### src/rtl/time_entry_ctrl_pkg.sv
// rtl/time_entry_ctrl_pkg.sv - shared states, digit field positions and helpers for time entry
package alarm_pkg;

    localparam int NUM_DIGITS = 4;
    localparam int DIGIT_W    = 4;

    // Digit field LSB positions within the 16-bit BCD entry.
    localparam int HT_LSB = 12;
    localparam int HO_LSB = 8;
    localparam int MT_LSB = 4;
    localparam int MO_LSB = 0;

    typedef enum logic [1:0] {
        IDLE  = 2'd0,
        CHECK = 2'd1,
        CLEAR = 2'd2
    } state_t;

    function automatic logic [3:0] get_digit(input logic [15:0] bcd, input int lsb);
        return bcd[lsb +: DIGIT_W];
    endfunction

endpackage

### src/rtl/time_entry_ctrl_if.sv
// rtl/time_entry_ctrl_if.sv - keypad entry and load strobe bundle between keypad side and controller
interface time_entry_ctrl_if;
    logic [15:0] keypad_values;
    logic        shift_pulse;
    logic        set_time_btn;
    logic        set_alarm_btn;
    logic        reset_shift;
    logic        load_time;
    logic        load_alarm;
    logic        entry_error;
    logic [15:0] time_out;
    logic [2:0]  digit_count;

    modport master (
        output keypad_values, shift_pulse, set_time_btn, set_alarm_btn,
        input  reset_shift, load_time, load_alarm, entry_error, time_out, digit_count
    );

    modport slave (
        input  keypad_values, shift_pulse, set_time_btn, set_alarm_btn,
        output reset_shift, load_time, load_alarm, entry_error, time_out, digit_count
    );
endinterface

### src/rtl/time_entry_ctrl_bcd_time_check.sv
// rtl/time_entry_ctrl_bcd_time_check.sv - combinational HH:MM BCD legality check
module bcd_time_check
    import alarm_pkg::*;
#(
    parameter int MAX_HOUR = 23,
    parameter int MAX_MIN  = 59
) (
    input  logic [15:0] i_bcd,
    output logic        o_valid
);
    logic [3:0] w_ht, w_ho, w_mt, w_mo;
    logic [7:0] w_hour, w_min;
    logic       w_digits_ok, w_hour_ok, w_min_ok;

    assign w_ht = get_digit(i_bcd, HT_LSB);
    assign w_ho = get_digit(i_bcd, HO_LSB);
    assign w_mt = get_digit(i_bcd, MT_LSB);
    assign w_mo = get_digit(i_bcd, MO_LSB);

    assign w_hour = ({4'd0, w_ht} * 8'd10) + {4'd0, w_ho};
    assign w_min  = ({4'd0, w_mt} * 8'd10) + {4'd0, w_mo};

    assign w_digits_ok = (w_ht <= 4'd9) && (w_ho <= 4'd9) && (w_mt <= 4'd9) && (w_mo <= 4'd9);
    // In 12-hour mode there is no hour zero.
    assign w_hour_ok   = (32'(w_hour) <= MAX_HOUR) && ((MAX_HOUR != 12) || (w_hour != 8'd0));
    assign w_min_ok    = (32'(w_min) <= MAX_MIN);

    assign o_valid = w_digits_ok && w_hour_ok && w_min_ok;
endmodule

### src/rtl/time_entry_ctrl.sv
// rtl/time_entry_ctrl.sv - counts keypad digits, validates HH:MM entry and issues load/clear strobes
module time_entry_ctrl
    import alarm_pkg::*;
#(
    parameter int MAX_HOUR = 23,
    parameter int MAX_MIN  = 59
) (
    input  logic                clk,
    input  logic                reset,
    time_entry_ctrl_if.slave    bus
);
    state_t      r_state, w_state;
    logic        r_time_prev, r_alarm_prev;
    logic        r_is_time, w_is_time;
    logic [2:0]  r_count, w_count;
    logic        r_reset_shift, w_reset_shift;
    logic        r_load_time, w_load_time;
    logic        r_load_alarm, w_load_alarm;
    logic        r_entry_error, w_entry_error;
    logic [15:0] r_time_out, w_time_out;
    logic        w_time_rise, w_alarm_rise, w_entry_ok;

    bcd_time_check #(.MAX_HOUR(MAX_HOUR), .MAX_MIN(MAX_MIN)) u_check (
        .i_bcd   (bus.keypad_values),
        .o_valid (w_entry_ok)
    );

    assign w_time_rise  = bus.set_time_btn  && !r_time_prev;
    assign w_alarm_rise = bus.set_alarm_btn && !r_alarm_prev;

    always_comb begin
        w_state       = r_state;
        w_is_time     = r_is_time;
        w_count       = r_count;
        w_reset_shift = 1'b0;
        w_load_time   = 1'b0;
        w_load_alarm  = 1'b0;
        w_entry_error = 1'b0;
        w_time_out    = r_time_out;
        case (r_state)
            IDLE: begin
                if (bus.shift_pulse && (r_count != 3'(NUM_DIGITS)))
                    w_count = r_count + 3'd1;
                // Time request has priority over a simultaneous alarm request.
                if (w_time_rise) begin
                    w_state   = CHECK;
                    w_is_time = 1'b1;
                end else if (w_alarm_rise) begin
                    w_state   = CHECK;
                    w_is_time = 1'b0;
                end
            end
            CHECK: begin
                w_state       = CLEAR;
                w_count       = 3'd0;
                w_reset_shift = 1'b1;
                if ((r_count == 3'(NUM_DIGITS)) && w_entry_ok) begin
                    w_load_time  = r_is_time;
                    w_load_alarm = !r_is_time;
                    w_time_out   = bus.keypad_values;
                end else begin
                    w_entry_error = 1'b1;
                end
            end
            CLEAR: begin
                w_state = IDLE;
                w_count = 3'd0;
            end
            default: w_state = IDLE;
        endcase
    end

    always_ff @(posedge clk or posedge reset) begin
        if (reset) begin
            r_state       <= IDLE;
            r_time_prev   <= 1'b0;
            r_alarm_prev  <= 1'b0;
            r_is_time     <= 1'b0;
            r_count       <= 3'd0;
            r_reset_shift <= 1'b0;
            r_load_time   <= 1'b0;
            r_load_alarm  <= 1'b0;
            r_entry_error <= 1'b0;
            r_time_out    <= 16'h0000;
        end else begin
            r_state       <= w_state;
            r_time_prev   <= bus.set_time_btn;
            r_alarm_prev  <= bus.set_alarm_btn;
            r_is_time     <= w_is_time;
            r_count       <= w_count;
            r_reset_shift <= w_reset_shift;
            r_load_time   <= w_load_time;
            r_load_alarm  <= w_load_alarm;
            r_entry_error <= w_entry_error;
            r_time_out    <= w_time_out;
        end
    end

    assign bus.reset_shift = r_reset_shift;
    assign bus.load_time   = r_load_time;
    assign bus.load_alarm  = r_load_alarm;
    assign bus.entry_error = r_entry_error;
    assign bus.time_out    = r_time_out;
    assign bus.digit_count = r_count;
endmodule

### src/flat_wrapper.sv
// flat-port wrapper written by rule: the top's interface ports become plain ports
module time_entry_ctrl_flat import alarm_pkg::*;
#(
    parameter int MAX_HOUR = 23,
    parameter int MAX_MIN  = 59
)
  (clk, reset, bus_keypad_values, bus_shift_pulse, bus_set_time_btn, bus_set_alarm_btn, bus_reset_shift, bus_load_time, bus_load_alarm, bus_entry_error, bus_time_out, bus_digit_count);
  time_entry_ctrl_if bus_i ();
  input  logic clk;
  input  logic reset;
  input wire logic [$bits(bus_i.keypad_values)-1:0] bus_keypad_values;
  input wire logic [$bits(bus_i.shift_pulse)-1:0] bus_shift_pulse;
  input wire logic [$bits(bus_i.set_time_btn)-1:0] bus_set_time_btn;
  input wire logic [$bits(bus_i.set_alarm_btn)-1:0] bus_set_alarm_btn;
  output wire logic [$bits(bus_i.reset_shift)-1:0] bus_reset_shift;
  output wire logic [$bits(bus_i.load_time)-1:0] bus_load_time;
  output wire logic [$bits(bus_i.load_alarm)-1:0] bus_load_alarm;
  output wire logic [$bits(bus_i.entry_error)-1:0] bus_entry_error;
  output wire logic [$bits(bus_i.time_out)-1:0] bus_time_out;
  output wire logic [$bits(bus_i.digit_count)-1:0] bus_digit_count;
  assign bus_i.keypad_values = bus_keypad_values;
  assign bus_i.shift_pulse = bus_shift_pulse;
  assign bus_i.set_time_btn = bus_set_time_btn;
  assign bus_i.set_alarm_btn = bus_set_alarm_btn;
  assign bus_reset_shift = bus_i.reset_shift;
  assign bus_load_time = bus_i.load_time;
  assign bus_load_alarm = bus_i.load_alarm;
  assign bus_entry_error = bus_i.entry_error;
  assign bus_time_out = bus_i.time_out;
  assign bus_digit_count = bus_i.digit_count;
  time_entry_ctrl #(.MAX_HOUR(MAX_HOUR), .MAX_MIN(MAX_MIN)) u_core (.clk(clk), .reset(reset), .bus(bus_i));
endmodule
### config.mk
export PLATFORM = sky130hd
export DESIGN_NAME = time_entry_ctrl_flat
export DESIGN_NICKNAME = d
export VERILOG_FILES = /design/src/rtl/time_entry_ctrl_pkg.sv /design/src/rtl/time_entry_ctrl_if.sv /design/src/rtl/time_entry_ctrl_bcd_time_check.sv /design/src/rtl/time_entry_ctrl.sv /design/src/flat_wrapper.sv
export SDC_FILE = /design/constraint.sdc
export NUM_CORES = 1
export LEC_CHECK = 0
export BUFFER_PORTS_ARGS = -buffer_cell sky130_fd_sc_hd__buf_2
export CAP_MARGIN = 30
export CELL_PAD_IN_SITES_DETAIL_PLACEMENT = 0
export CELL_PAD_IN_SITES_GLOBAL_PLACEMENT = 1
export CORE_ASPECT_RATIO = 1.75
export CORE_MARGIN = 1
export CORE_UTILIZATION = 41
export DETAILED_ROUTE_END_ITERATION = 7
export GPL_TIMING_DRIVEN = 0
export PLACE_DENSITY = 0.87
export SLEW_MARGIN = 20
export SYNTH_ARGS = -nofsm -noshare
export SYNTH_HDL_FRONTEND = slang
export SYNTH_SLANG_ARGS = --single-unit
### constraint.sdc
create_clock -name clk -period 2.35 [get_ports clk]
set_input_delay 0.1175 -clock clk [delete_from_list [all_inputs] [get_ports clk]]
set_output_delay 0.1175 -clock clk [all_outputs]
set_load 0.1 [all_outputs]
==> results_dict.tcl, run 1 <==
set metrics [dict create \
    cp-start-kind "primary input" \
    p_sw_frac 0.434 \
    core_um2 4110 \
    synth_top_area_cell "dfrtp_1" \
    syn_nets 191 \
    synthTopCellsByCount "28 x dfrtp_1, 18 x ha_1, 17 x inv_1" \
    setup_violations 16 \
    slew_headroom 0.605 \
    vias 1278 \
    setup.worst_path.class "in2reg" \
    status "finished, violations left" \
    start_util 0.425 \
    r2r-start "u_core.bus.digit_count[1]$_DFFE_PP0P_" \
    final_core_util 0.566 \
    critPathArrivalTime_ns 2.63 \
    routedWlPerCell_um 13.7 \
    gp_congestion 0.789 \
    syn2layout_area_growth_pct 33.4 \
    combPwrFrac 0.483 \
    fin_crit_sh 1.05 \
    nFillCells 390 \
    rows 31 \
    drive_gt1_frac 0.441 \
    path_depth 12 \
    critical-path-top-delay-family "adder cells" \
    cp-end-kind "register" \
    ys_warn_count 0 \
    drtIter0Drc 11 \
    grt_max_degree 17 \
    fin_ws_ns -0.123 \
    grtUsageTotal 0.169 \
    ir_drop_v 0.000717 \
    fin_crit_ns 2.47 \
    diodes 0 \
    cp.required_ns 2.51 \
    synth.top_cell.area_share 0.401 \
    violations "negative setup slack" \
    hold_violations 0 \
    power.internal_uw 906 \
    ys_ff_latch 28 \
    skew_ns 0.00291 \
    p_seq_frac 0.356 \
    path_buf_inv 4 \
    clk_latency_ns 0.27 \
    clk_path_buf_depth 2 \
    fmax_mhz 404 \
    portBuffers 43 \
    ys_top_cells_by_area "dfrtp_1 40%, ha_1 13%, mux2_4 7.7%" \
    tns_ns -1.47 \
    synth_cell_types 34 \
    clk_pin_slew_ns 0.09 \
    hold_path.class "in2reg" \
    crit_end "u_core.bus.time_out[15]$_DFFE_PP0P_" \
    leakagePower_nw 1.21 \
    hpwl_um 2710 \
    drc 0 \
    rsz0062_at_grt "yes" \
    syn_area_per_cell_um2 11.8 \
    worst_path_max_delay_cell "fa_2" \
    worst_slew_pin_slew_ns 0.592 \
    ff2ff_setup_slack_ns 0.43 \
    cts_root_buffer "clkbuf_8" \
    ys.flop_type "dfrtp_1" \
    async_flop_share 1.00 \
    r2r_end "u_core.bus.time_out[15]$_DFFE_PP0P_" \
    ios 44 \
    grt_remaining_overflow 0 \
    grt_pass1_wl_um 5750 \
    ys_seq_area_frac 0.401 \
    cp_max_fo 10 \
    cts_tree "built" \
    via_per_inst 5.05 \
    yosysMostFrequentCell "dfrtp_1" \
    drtAntennaViolNets 0 \
    nNetsFinal 249 \
    power.switching_uw 695 \
    cts.sinks 28 \
    drt_first_pass_iters 2 \
    synth.cell_area_um2 1750 \
    worst-r2r-cell-count 7 \
    worstPathCellList "buf_12 > ha_4 > ha_4 > inv_2 > fa_2 > inv_2 > a2bb2o_4 > mux2_4 > a311oi_4 > nand3_4 > buf_12 > mux2_4" \
    die_area_um2 4530 \
    clockPowerShare 0.161 \
    grt_pass1_vias 1310 \
    wl_um 3460 \
    cellPowerDensity_nw_per_um2 687 \
    critPathLaunch "bus_keypad_values[13]" \
    slew_viol_final 0 \
    syn_inst 148 \
    power.total_mw 1.60 \
    htree_levels 1 \
    max-cap-violations 0 \
    synth-edff-count 0 \
    die_h_um 88.3 \
    die_w_um 51.3 \
    cts_inserted_buffers 3 \
    antenna_found_initial 0 \
    slowest_delay_ns 0.56 \
]
==> power groups by stage <==
stage / combinational (mW) / clock [mW] / sequential, mW
6_report: 0.774 / 0.258 / 0.569
5_1_grt: 0.851 / 0.281 / 0.574
2_1_floorplan: 0.360 / 0 / 0.820
3_3_place_gp: 0.742 / 0 / 0.578
3_5_place_dp: 0.760 / 0 / 0.579
4_1_cts: 0.781 / 0.268 / 0.570
==> flip-flops by register name, summed over array words and instances, names as in the netlist <==
name                    count
u_core.bus.entry_error      1
u_core.r_time_prev          1
u_core.bus.load_alarm       1
u_core.bus.reset_shift      1
u_core.bus.digit_count      3
u_core.bus.time_out        16
u_core.r_is_time            1
u_core.r_state              2
u_core.r_alarm_prev         1
u_core.bus.load_time        1
==> layer usage <==
| metal | wire, µm | vias to the layer above | track usage | share of wire |
|---|---|---|---|---|
| li1 | - | 634 | - | - |
| met1 | 1400 | 609 | 0.195 | 0.41 |
| met2 | 1920 | 33 | 0.328 | 0.55 |
| met3 | 131 | 2 | 0.0189 | 0.038 |
| met4 | 8 | 0 | 0.0369 | 0.0023 |
| met5 | 0 | - | 0 | 0 |
==> worst min-delay path by stage <==
stage	to	depth (start not counted)	startpoint
after floorplan	u_core.r_alarm_prev$_DFF_PP0_	0	bus_set_alarm_btn
after global placement	u_core.r_alarm_prev$_DFF_PP0_	1	bus_set_alarm_btn
after detailed placement	u_core.bus.time_out[8]$_DFFE_PP0P_	2	reset
after CTS	u_core.bus.time_out[0]$_DFFE_PP0P_	2	bus_keypad_values[0]
after global routing	u_core.bus.time_out[0]$_DFFE_PP0P_	2	bus_keypad_values[0]
final	u_core.bus.time_out[0]$_DFFE_PP0P_	2	bus_keypad_values[0]
==> timing repair <==
item,4_1_cts,5_1_grt
buffers inserted,6,0
hold endpoints to repair,14,0
setup endpoints to repair,18,17
pin swaps,1,0
gates resized for setup,17,4
gates cloned,0,0
hold buffers,3,0
==> layout by cell type (no fill, tap or decap), drive strengths merged <==
cell and count:
dlygate4sd3 3, nand2b 1, buf 51, nand3 2
a211oi 1, nor2b 3, xnor2 3, a21o 4
ha 18, a21boi 3, nand4 1, dfrtp 28
fa 4, o31ai 1, inv 17, xor2 3
clkbuf 4, nor4 1, nand4b 1, nor4b 1
o31a 1, o211ai 1, a21oi 6, mux2 17
a311oi 1, nor2 3, nand2 8, a221oi 1
or4b 2, o21ai 13, a2bb2o 1
==> cells by family after synthesis <==
| kind of cell | share of synthesized area |
|---|---|
| AOI/OAI and AO/OA | 0.128 |
| DFF | 0.401 |
| and+or+nand+nor | 0.0918 |
| adders and majority gates | 0.175 |
| buffers and inverters | 0.0452 |
| muxes | 0.129 |
| xor gates and xnor gates | 0.0301 |
==> layout make-up <==
class / count / area (µm²) / share of cell area
multi-input combinational: 101 / 1060 / 0.456
inverter: 17 / 63.8 / 0.0274
buffer: 2 / 23.8 / 0.0102
clock buffer: 3 / 41.3 / 0.0177
sequential: 28 / 701 / 0.301
tap: 49 / 61.3 / 0.0263
timing repair buffer: 53 / 375 / 0.161
==> per-stage QoR <==
| stage | std cells | hold slack (ns) | setup slack, ns | cell area, µm² |
|---|---|---|---|---|
| 2_1_floorplan | 148 | 0.149 | -0.252 | 1830 |
| 3_3_place_gp | 240 | 0.238 | -0.563 | 2100 |
| 3_5_place_dp | 241 | 0.210 | -0.589 | 2130 |
| 4_1_cts | 253 | 0.0814 | -0.118 | 2310 |
| 5_1_grt | 253 | 0.0820 | -0.202 | 2330 |
| 6_report | 253 | 0.0862 | -0.123 | 2330 |
(Power assumes the default switching activity.)
==> inputs of run 2 (changes only) <==
--- a/config.mk
+++ b/config.mk
@@ -15,6 +15,7 @@
 export DETAILED_ROUTE_END_ITERATION = 7
 export GPL_TIMING_DRIVEN = 0
 export PLACE_DENSITY = 0.87
+export REMOVE_ABC_BUFFERS = 1
 export SLEW_MARGIN = 20
 export SYNTH_ARGS = -nofsm -noshare
 export SYNTH_HDL_FRONTEND = slang
==> results_dict.tcl, run 2 (synthesis gave the netlist of run 1 again) <==
set metrics [dict create \
    largest_reg_flops 16 \
    portBuffers 43 \
    grt_remaining_overflow 0 \
    grt_max_degree 19 \
    syn2layout_area_growth_pct 37.2 \
    fin_area_um2 2390 \
    diodes 0 \
    violations "negative setup slack" \
    r2r-start "u_core.bus.digit_count[1]$_DFFE_PP0P_" \
    hold_path.class "in2reg" \
    setup.worst_path.class "in2reg" \
    hold_depth 2 \
    status "finished, violations left" \
    grt_pass1_vias 1301 \
    cts_root_buffer "clkbuf_8" \
    ir_drop_v 0.000914 \
    grt_pass1_wl_um 6160 \
    clk_path_buf_depth 2 \
    rsz0062_at_grt "yes" \
    cp_max_fo 5 \
    slew_headroom 0.643 \
    via_per_inst 5.11 \
    skew_ns 0.00333 \
    cts_tree "built" \
    r2r_end "u_core.bus.time_out[0]$_DFFE_PP0P_" \
    clk_latency_ns 0.28 \
    instances_no_fill 256 \
    worstPathCellList "buf_8 > ha_4 > ha_4 > inv_2 > fa_2 > inv_2 > a2bb2o_4 > mux2_4 > a311oi_4 > nand3_4 > buf_6 > buf_12 > mux2_4" \
    hpwl_um 2610 \
    cellPowerDensity_nw_per_um2 694 \
    min_from "bus_keypad_values[8]" \
    vias 1309 \
    die_area_um2 4530 \
    worst_path_max_delay_cell "fa_2" \
    critPathLaunch "bus_keypad_values[15]" \
    fin_ws_ns -0.174 \
    placed_area_um2 2030 \
    fin_crit_sh 1.07 \
    core_um2 4110 \
    drt_first_pass_iters 4 \
    final_cell_mix "39 x buf_2, 28 x dfrtp_1, 14 x inv_1, 13 x ha_1, 12 x o21ai_0" \
    setup_violations 18 \
    max-cap-violations 0 \
    slowest_delay_ns 0.57 \
    cp-end-kind "register" \
    start_util 0.425 \
    clk_pin_slew_ns 0.09 \
    drc 0 \
    antenna_found_initial 0 \
    fin_crit_ns 2.52 \
    final_common_cell "buf_2" \
    nNetsFinal 251 \
    die_w_um 51.3 \
    cp.required_ns 2.52 \
    cts.sinks 28 \
    critPathArrivalTime_ns 2.69 \
    min_to "u_core.bus.time_out[8]$_DFFE_PP0P_" \
    worst-r2r-cell-count 8 \
    wl_um 3710 \
    drtAntennaViolNets 0 \
    hold_violations 0 \
    hold_ws_ns 0.0713 \
    drtIter0Drc 10 \
    dp_cells 239 \
    ios 44 \
    fmax_mhz 396 \
    htree_levels 1 \
    drive_gt1_frac 0.464 \
    slew_viol_final 0 \
    cts_inserted_buffers 3 \
    cp-start-kind "primary input" \
    gp_congestion 0.754 \
    ff2ff_setup_slack_ns 0.39 \
    routedWlPerCell_um 14.5 \
    leakagePower_nw 1.24 \
    die_h_um 88.3 \
    rows 31 \
    worst_slew_pin_slew_ns 0.535 \
    grtUsageTotal 0.184 \
]
==> run 2: through the flow <==
stage	worst slack (ns)	power [mW]	util	setup TNS [ns]
final	-0.174	1.66	0.582	-2.50
after global routing	-0.250	1.77	0.582	-3.90
after CTS	-0.155	1.66	0.578	-2.26
after detailed placement	-0.769	1.31	0.495	-13.33
after global placement	-0.682	1.28	0.488	-11.64
after floorplan	-0.346	1.15	-	-5.53
==> run 2: layout make-up <==
| cell class | instances | area (µm²) |
|---|---|---|
| Fill cell | 354 | 1720 |
| Multi-Input combinational cell | 101 | 1070 |
| Sequential cell | 28 | 701 |
| Timing Repair Buffer | 57 | 445 |
| Inverter | 17 | 63.8 |
| Tap cell | 49 | 61.3 |
| Clock buffer | 4 | 55.1 |
==> run 2: worst max path at each step <==
stage | end | slack, ns | cells after the start
6_report | u_core.bus.time_out[0]$_DFFE_PP0P_ | -0.17 | 13
5_1_grt | u_core.bus.time_out[0]$_DFFE_PP0P_ | -0.25 | 12
4_1_cts | u_core.bus.time_out[0]$_DFFE_PP0P_ | -0.16 | 12
3_5_place_dp | u_core.bus.time_out[0]$_DFFE_PP0P_ | -0.77 | 11
3_3_place_gp | u_core.bus.time_out[0]$_DFFE_PP0P_ | -0.68 | 11
2_1_floorplan | u_core.bus.time_out[0]$_DFFE_PP0P_ | -0.35 | 10
==> run 2: worst max-delay path: cells and delay by family <==
family / cells / cell delay (ns)
muxes: 2 / 0.57
and+or+nand+nor: 1 / 0.11
buffers and inverters: 5 / 0.47
adders and majority gates: 3 / 0.95
AOI/OAI and AO/OA: 2 / 0.47
==> run 2: per-layer routing <==
metal  GRT usage  share of wire
met5           0              0
met4      0.0835          0.025
met3      0.0258          0.024
met2       0.316           0.54
met1       0.226           0.41
==> run 2: report_power, final <==
part	internal, mW	leakage (nW)	switching, mW	total, mW
clock	0.150	0.0288	0.156	0.306
sequential	0.540	0.378	0.0326	0.572
combinational	0.252	0.833	0.531	0.783
==> run 2: what timing repair did <==
action / in CTS / in global routing
pin swaps: 11 / 0
resized for setup: 35 / 3
hold buffers: 3 / 0
endpoints found under the hold margin: 12 / 0
setup buffers: 9 / 0
endpoints found under the setup margin: 18 / 18
gates cloned: 1 / 0
==> inputs of run 3 (changes only) <==
==> constraint.sdc (replaced) <==
create_clock -name clk -period 2.35 [get_ports clk]
set_input_delay 0.3525 -clock clk [delete_from_list [all_inputs] [get_ports clk]]
set_output_delay 0.3525 -clock clk [all_outputs]
set_load 0.1 [all_outputs]
==> results_dict.tcl, run 3 (synthesis gave the netlist of run 1 again) <==
set metrics [dict create \
    hold_violations 0 \
    final_cell_mix "39 x buf_2, 28 x dfrtp_1, 14 x inv_1, 13 x ha_1, 12 x o21ai_0" \
    path_buf_inv 5 \
    grt_remaining_overflow 0 \
    multiInputGateArea_um2 1070 \
    via_per_inst 5.13 \
    cp_max_fo 5 \
    worstPathCellList "buf_8 > ha_4 > ha_4 > inv_2 > fa_2 > inv_2 > a2bb2o_4 > mux2_4 > a311oi_4 > nand3_4 > buf_6 > buf_12 > mux2_4" \
    cp-end-kind "register" \
    slowest_delay_ns 0.57 \
    fin_ws_ns -0.409 \
    routedWlPerCell_um 14.5 \
    clk_pin_slew_ns 0.10 \
    violations "negative setup slack" \
    clk_latency_ns 0.28 \
    drtAntennaViolNets 0 \
    hold_ws_ns 0.0937 \
    holdBufCountCts 0 \
    max-cap-violations 0 \
    leakagePower_nw 1.23 \
    htree_levels 1 \
    syn2layout_area_growth_pct 35.5 \
    grt_max_degree 19 \
    ir_drop_v 0.000914 \
    antenna_found_initial 0 \
    skew_ns 0.00332 \
    cts_root_buffer "clkbuf_8" \
    portBuffers 43 \
    rows 31 \
    grt_pass1_vias 1291 \
    cts_inserted_buffers 3 \
    worst_slew_pin_slew_ns 0.536 \
    grtUsageTotal 0.184 \
    dp_cells 239 \
    critical-path-top-delay-family "adder cells" \
    instances_no_fill 253 \
    largest_reg_flops 16 \
    hpwl_um 2610 \
    cp.required_ns 2.52 \
    fin_crit_sh 1.17 \
    cellPowerDensity_nw_per_um2 701 \
    cp-start-kind "primary input" \
    drive_gt1_frac 0.471 \
    drc 0 \
    ios 44 \
    grt_pass1_wl_um 6130 \
    nNetsFinal 248 \
    gp_congestion 0.754 \
    slew_headroom 0.642 \
    fin_crit_ns 2.76 \
    worst_path_max_delay_cell "fa_2" \
    die_area_um2 4530 \
    final_common_cell "buf_2" \
    critPathArrivalTime_ns 2.93 \
    hold_path.class "in2async" \
    nFillCells 358 \
    setup.worst_path.class "in2reg" \
    diodes 0 \
    vias 1299 \
    drt_first_pass_iters 4 \
    cts.sinks 28 \
    die_h_um 88.3 \
    slew_viol_final 0 \
    setup_violations 18 \
    die_w_um 51.3 \
    status "finished, violations left" \
    fmax_mhz 362 \
    wl_um 3680 \
    cts_tree "built" \
    ff2ff_setup_slack_ns 0.39 \
    core_um2 4110 \
    clk_path_buf_depth 2 \
    rsz0062_at_grt "yes" \
    seqCellArea_um2 701 \
    drtIter0Drc 9 \
    start_util 0.425 \
]
## run 3: repair_timing
action,in CTS,in global routing
pin swaps,11,0
resized for setup,35,3
endpoints found under the setup margin,19,19
gates cloned,1,0
setup buffers,9,0
## run 3: worst register-to-register path: cells and delay by family, from the launching register on
| kind | cells | cell delay (ns) |
|---|---|---|
| DFF | 1 | 0.42 |
| muxes | 1 | 0.30 |
| buffers and inverters | 3 | 0.37 |
| and+or+nand+nor | 3 | 0.61 |
| adders and majority gates | 1 | 0.16 |
## run 3: cell type report
cell class	count	share of cell area
multi-input combinational	101	0.452
sequential	28	0.296
timing repair buffer	54	0.176
inverter	17	0.0270
tap	49	0.0259
clock buffer	4	0.0233
## run 3: worst paths after layout
path / from / end / cells past startpoint
setup / recovery: bus_keypad_values[15] / u_core.bus.time_out[0]$_DFFE_PP0P_ / 13
hold / removal: reset / u_core.bus.entry_error$_DFF_PP0_ / 2
setup reg to reg: u_core.bus.digit_count[1]$_DFFE_PP0P_ / u_core.bus.time_out[0]$_DFFE_PP0P_ / 8
hold reg to reg: u_core.r_is_time$_DFFE_PP0P_ / u_core.bus.load_alarm$_DFF_PP0_ / 1
max in group asynchronous: reset / u_core.r_state[1]$_DFFE_PP0P_ / 3
min in group clk: bus_set_alarm_btn / u_core.r_alarm_prev$_DFF_PP0_ / 1
## run 3: per-stage QoR
stage	setup WS, ns	util	instance area [µm²]	power [mW]	TNS [ns]
after floorplan	-0.581	-	1730	1.15	-9.87
after global placement	-0.917	0.488	2010	1.28	-16.10
after detailed placement	-1.00	0.495	2030	1.31	-17.80
after CTS	-0.390	0.570	2340	1.66	-6.49
after global routing	-0.485	0.575	2360	1.77	-8.13
final	-0.409	0.575	2360	1.66	-6.75
## run 3: power breakdown
part	internal, mW	switching (mW)
sequential	0.540	0.0325
combinational	0.249	0.530
clock	0.150	0.156
total	0.939	0.719
## run 3: metal layers
metal,up-vias,wire length [µm],global-route usage
met5,-,0,0
met4,0,93,0.0835
met1,640,1490,0.226
li1,626,-,-
met2,24,2000,0.313
met3,9,88,0.0258
